<file path="src/rtl/pbypass_pkg.sv">
// Shared types and default sizes for the bypass counter array.
// Auto-reload support is controlled by the PBYPASS_AUTO_RELOAD_EN macro.
package pbypass_pkg;

  localparam int DEF_CNT_W  = 16;
  localparam int DEF_NUM_CH = 4;

  typedef enum logic {
    IDLE  = 1'b0,
    COUNT = 1'b1
  } ch_state_e;

  // A single channel still needs a one-bit select so the port never collapses to zero width.
  function automatic int ch_sel_width(input int num_ch);
    return (num_ch > 1) ? $clog2(num_ch) : 1;
  endfunction

endpackage

</file>
<file path="src/rtl/pbypass_channel.sv">
// One bypass channel: a down-counter with a terminal pulse and an optional auto-reload.
// PBYPASS_AUTO_RELOAD_EN builds the reload and mode registers. Without it, every channel is one-shot.
//
//   state | meaning
//   ------+------------------------------------------------------------
//   IDLE  | no count in progress; step_en and clear are ignored
//   COUNT | counting down on step_en; terminal pulse when 1 is stepped
module pbypass_channel
  import pbypass_pkg::*;
#(
  parameter int CNT_W = DEF_CNT_W
) (
  input  logic             clk,
  input  logic             rst_n,
  input  logic             load,
  input  logic [CNT_W-1:0] load_value,
`ifdef PBYPASS_AUTO_RELOAD_EN
  input  logic             load_mode,
`endif
  input  logic             step_en,
  input  logic             clear,
  output logic             terminate,
  output logic             busy
);

  ch_state_e        state;
  logic [CNT_W-1:0] count;
  logic [CNT_W-1:0] start_value;

`ifdef PBYPASS_AUTO_RELOAD_EN
  logic [CNT_W-1:0] reload;
  logic             mode;
`endif

  // A zero count still needs one enabled step so that the terminal pulse is issued.
  assign start_value = (load_value == '0) ? CNT_W'(1) : load_value;

  always_ff @(posedge clk or negedge rst_n) begin
    if (!rst_n) begin
      state     <= IDLE;
      count     <= '0;
      terminate <= 1'b0;
      busy      <= 1'b0;
`ifdef PBYPASS_AUTO_RELOAD_EN
      reload    <= '0;
      mode      <= 1'b0;
`endif
    end else begin
      terminate <= 1'b0;
      if (load) begin
        state <= COUNT;
        count <= start_value;
        busy  <= 1'b1;
`ifdef PBYPASS_AUTO_RELOAD_EN
        reload <= start_value;
        mode   <= load_mode;
`endif
      end else if (state == COUNT) begin
        if (clear) begin
          state <= IDLE;
          count <= '0;
          busy  <= 1'b0;
        end else if (step_en) begin
          if (count == CNT_W'(1)) begin
            terminate <= 1'b1;
`ifdef PBYPASS_AUTO_RELOAD_EN
            if (mode) begin
              count <= reload;
            end else begin
              state <= IDLE;
              count <= '0;
              busy  <= 1'b0;
            end
`else
            state <= IDLE;
            count <= '0;
            busy  <= 1'b0;
`endif
          end else begin
            count <= count - CNT_W'(1);
          end
        end
      end
    end
  end

endmodule

</file>
<file path="src/rtl/pbypass_counter_array.sv">
// NUM_CH independent bypass counters with a shared load port that is steered by LOAD_CH.
// PBYPASS_AUTO_RELOAD_EN enables per-channel auto-reload. Without it, LOAD_MODE is ignored.
module pbypass_counter_array
  import pbypass_pkg::*;
#(
  parameter int CNT_W  = DEF_CNT_W,
  parameter int NUM_CH = DEF_NUM_CH,
  parameter int CH_W   = ch_sel_width(NUM_CH)
) (
  input  logic              CLK,
  input  logic              RESET_N,
  input  logic              LOAD_COUNT,
  input  logic [CH_W-1:0]   LOAD_CH,
  input  logic [CNT_W-1:0]  COUNT_VALUE,
  input  logic              LOAD_MODE,
  input  logic [NUM_CH-1:0] STEP_EN,
  input  logic [NUM_CH-1:0] CLEAR,
  output logic [NUM_CH-1:0] TERMINATE,
  output logic [NUM_CH-1:0] BUSY
);

  logic [NUM_CH-1:0] load_strobe;

  // A select value of NUM_CH or higher matches no channel, so that load is dropped.
  always_comb begin
    load_strobe = '0;
    for (int i = 0; i < NUM_CH; i++) begin
      load_strobe[i] = LOAD_COUNT && (LOAD_CH == CH_W'(i));
    end
  end

`ifndef PBYPASS_AUTO_RELOAD_EN
  logic unused_load_mode;
  assign unused_load_mode = LOAD_MODE;
`endif

  for (genvar g = 0; g < NUM_CH; g++) begin : g_ch
    pbypass_channel #(
      .CNT_W(CNT_W)
    ) u_channel (
      .clk        (CLK),
      .rst_n      (RESET_N),
      .load       (load_strobe[g]),
      .load_value (COUNT_VALUE),
`ifdef PBYPASS_AUTO_RELOAD_EN
      .load_mode  (LOAD_MODE),
`endif
      .step_en    (STEP_EN[g]),
      .clear      (CLEAR[g]),
      .terminate  (TERMINATE[g]),
      .busy       (BUSY[g])
    );
  end

endmodule

</file>
<file path="config.mk">
export PLATFORM = sky130hd
export DESIGN_NAME = pbypass_counter_array
export DESIGN_NICKNAME = d
export VERILOG_FILES = /design/src/rtl/pbypass_pkg.sv /design/src/rtl/pbypass_channel.sv /design/src/rtl/pbypass_counter_array.sv
export SDC_FILE = /design/constraint.sdc
export NUM_CORES = 1
export LEC_CHECK = 0
export CAP_MARGIN = 5
export CORE_ASPECT_RATIO = 1.4
export CORE_MARGIN = 2
export CORE_UTILIZATION = 49
export CTS_CLUSTER_DIAMETER = 50
export DETAILED_ROUTE_END_ITERATION = 10
export PLACE_DENSITY = 0.72
export SLEW_MARGIN = 20
export SYNTH_ARGS = -nofsm -noshare
export SYNTH_HDL_FRONTEND = slang
export SYNTH_SLANG_ARGS = --single-unit
</file>
<file path="constraint.sdc">
create_clock -name CLK -period 1.9 [get_ports CLK]
set_input_delay 0.285 -clock CLK [delete_from_list [all_inputs] [get_ports CLK]]
set_output_delay 0.285 -clock CLK [all_outputs]
set_load 0.05 [all_outputs]
</file>
==> flow_metrics.env <==
export IMPL_status="complete, but fails checks"
export IMPL_failed_checks="negative setup slack"
export IMPL_path_class="flip-flop to flip-flop"
export IMPL_rsz0062_at_grt="yes"
export IMPL_vdd_drop_max_mv=0.612
export IMPL_endpoint="g_ch[2].u_channel.count[5]"
export IMPL_cap_violations=0
export IMPL_worstSkewPairLatency_ps=340
export IMPL_die_x_um=87.7
export IMPL_setup_ws_ps=-132
export IMPL_n_antenna_cell=0
export IMPL_grt_first_pass_wirelength_um=26400
export IMPL_nets=763
export IMPL_async_reset_ff_share_pct=100
export IMPL_start_util_pct=50.5
export IMPL_arrival_ps=2250
export IMPL_cts_root_buf="clkbuf_16"
export IMPL_crit_family="simple AND/OR/NAND/NOR gates"
export IMPL_use_met1_pct=39.4
export IMPL_firstDrtPassIters=5
export IMPL_synthTopCellsByArea="dfrtp_1 (40%), a221o_1 (4.6%), nand2_1 (4.2%)"
export IMPL_p_leak_uw=0.00306
export IMPL_grt_overflow_total=0
export IMPL_tns_ps=-1690
export IMPL_skew_ps=7.15
export IMPL_ys_ff_latch=76
export IMPL_r2r_cells=7
export IMPL_worst_pin_slew_ps=589
export IMPL_finalWirelength_um=18000
export IMPL_cts_htree_levels=3
export IMPL_grt_use_met3_pct=5.10
export IMPL_grt_pass1_vias=5360
export IMPL_clock_sinks=76
export IMPL_synth_top_area_share_pct=39.6
export IMPL_fin_area_um2=7300
export IMPL_io_pins=38
export IMPL_drv_slew=0
export IMPL_postPlaceCellArea_um2=6300
export IMPL_synth_avg_cell_area_um2=8.89
export IMPL_die_area_um2=10600
export IMPL_cts_tree="yes"
export IMPL_port_buffers=36
export IMPL_grt_antenna_before_repair=0
export IMPL_critical_path_max_stage_delay_ps=580
export IMPL_cts_clk_slew_worst_paths_ps=60
export IMPL_crit_top_cell="buf_4"
export IMPL_ys_flop_type="dfrtp_1"
export IMPL_ys_warn_count=0
export IMPL_rows=42
export IMPL_layout_commonest_cell="buf_4"
export IMPL_cts_buffers_inserted=9
export IMPL_fmax_ghz=0.492
export IMPL_grt_max_degree=39
export IMPL_grt_util_all_layers_pct=32.3
export IMPL_postRouteAntennaNets=0
export IMPL_r2r_end="g_ch[2].u_channel.count[5]"
export IMPL_p_per_area_nw_per_um2=1050
export IMPL_final_cell_mix="buf_4 (162), dfrtp_1 (75), nand2_1 (47)"
export IMPL_syn_area_um2=4800
export IMPL_area_delta_synth_final_pct=52.0
export IMPL_timing_rr_start="g_ch[2].u_channel.count[10]"
export IMPL_maxSlewHeadroom_pct=60.4
export IMPL_crit_start="g_ch[2].u_channel.count[10]"
export IMPL_power_uw=7650
export IMPL_postSynthCellCount=540
export IMPL_crit_buf_inv=2
export IMPL_drt_iter0_drc=558
export IMPL_critPathRequiredTime_ps=2120
export IMPL_whs_ps=474
export IMPL_setup_viol=28
export IMPL_synth_yosys_seq_area_share_pct=39.6
export IMPL_slowest_stage="or4_4"
export IMPL_period_share_pct=107
export IMPL_synth_top_cell_by_area="dfrtp_1"
export IMPL_grt_busiest_layer="met2"
export IMPL_place_hpwl_um=11600
export IMPL_yosysUniqueCellTypes=58
export IMPL_crit_path_end_kind="flip-flop"
export IMPL_hold_violations=0
export IMPL_period_minus_slack_ps=2030
export IMPL_crit_fanout=6
export IMPL_crit_cells=7
export IMPL_r2r_slack_ps=-130
export IMPL_vias_per_cell=6.43
export IMPL_clockBufferDepth=2
export IMPL_post_drt_wl_per_cell_um=20.9
export IMPL_met2_usage_pct=54.8
export IMPL_syn_num_nets=578
export IMPL_start_kind="flip-flop"
export IMPL_num_vias=5541
export IMPL_drc=0
export IMPL_drive_gt1_share_pct=37.8
export IMPL_hp_class="primary input to async pin"
export IMPL_die_y_um=121
export IMPL_core_area_um2=9510
export IMPL_gp_congestion=0.945
export IMPL_synth_edf_count=0
export IMPL_cp_cell_sequence="or4_4 -> nand4b_4 -> buf_4 -> nand2_4 -> buf_4 -> o21ai_0 -> o2bb2ai_1"
==> kinds of logic (layout without fill, tap and decap cells) <==
| kind of cell | Yosys count | after routing | synth area share (%) |
|---|---|---|---|
| AO/OA/AOI/OAI | 160 | 160 | 24.4 |
| adder cells (fa/ha/maj) | 8 | 8 | 2.09 |
| buffers and inverters | 55 | 244 | 5.08 |
| flip-flops | 76 | 76 | 39.6 |
| AND/OR/NAND/NOR | 241 | 242 | 28.8 |
==> final cells by class <==
type                    instances  area, um2
flip-flops and latches         76       1900
repair buffers                209       1720
clock inverters                 4       95.1
multi-input cells             410       3090
inverters                      19       71.3
fillers                       629       2220
clock buffers                  12        256
well taps                     132        165
==> stage by stage <==
step	utilization, %	std cells	setup WS [ps]
2_1_floorplan	-	540	-62.7
4_1_cts	72.5	845	-52.9
3_5_place_dp	66.2	822	-366
6_report	76.7	862	-132
5_1_grt	76.7	862	-230
3_3_place_gp	66.2	822	-271
==> how the worst min path moves through the flow <==
stage / from / endpoint / slack, ps / cells past startpoint
2_1_floorplan: RESET_N / g_ch[0].u_channel.busy / -10 / 0
4_1_cts: RESET_N / g_ch[2].u_channel.count[1] / 490 / 2
5_1_grt: RESET_N / g_ch[2].u_channel.count[1] / 520 / 2
3_5_place_dp: RESET_N / g_ch[2].u_channel.count[1] / 300 / 1
6_report: RESET_N / g_ch[2].u_channel.count[1] / 470 / 2
3_3_place_gp: RESET_N / g_ch[2].u_channel.count[1] / 300 / 1
==> worst register-to-register path, cell delays in order, from the launching register on <==
cell       delay [ps]
dfrtp_1           380
or4_4             580
nand4b_4          280
buf_4             210
nand2_4           110
buf_4             130
o21ai_0            90
o2bb2ai_1         140
==> cells in the mapped netlist (8+ instances only) <==
| master | n |
|---|---|
| dfrtp_1 | 76 |
| o211ai_1 | 9 |
| nor2_1 | 36 |
| nor4_1 | 22 |
| ha_1 | 8 |
| buf_4 | 9 |
| a21oi_1 | 15 |
| a221o_1 | 22 |
| inv_1 | 19 |
| a22oi_1 | 15 |
| or3_1 | 8 |
| nand2_1 | 54 |
| o311ai_0 | 8 |
| nand3_1 | 19 |
| nand2b_1 | 14 |
| nor3_1 | 28 |
| o21ai_0 | 34 |
| o31ai_1 | 9 |
| clkbuf_1 | 22 |
==> repair_timing <==
item,CTS,global route
resized for setup,44,63
gates cloned,0,1
endpoints found under the hold margin,35,0
hold buffers,1,0
endpoints found under the setup margin,39,51
buffers inserted,6,17
pin swaps,17,23
==> sequential cells by signal, indices dropped and copies added, names as in the netlist <==
name,flops
g_ch.u_channel.count,64
g_ch.u_channel.busy,4
g_ch.u_channel.state,4
g_ch.u_channel.terminate,4
==> per-layer routing <==
metal  vias up  part of all wire, %
li1       2459                    -
met1      2697                   38
met2       299                   49
met3        86                  8.2
met4         0                  5.6
met5         -                    0
==> power by group <==
group	switching (uW)	internal (uW)	total, uW
Clock	714	1350	2070
Sequential	483	2000	2480
Combinational	1570	1530	3100
Total	2770	4880	7650
Note: power is estimated with default switching activity, not from simulation.
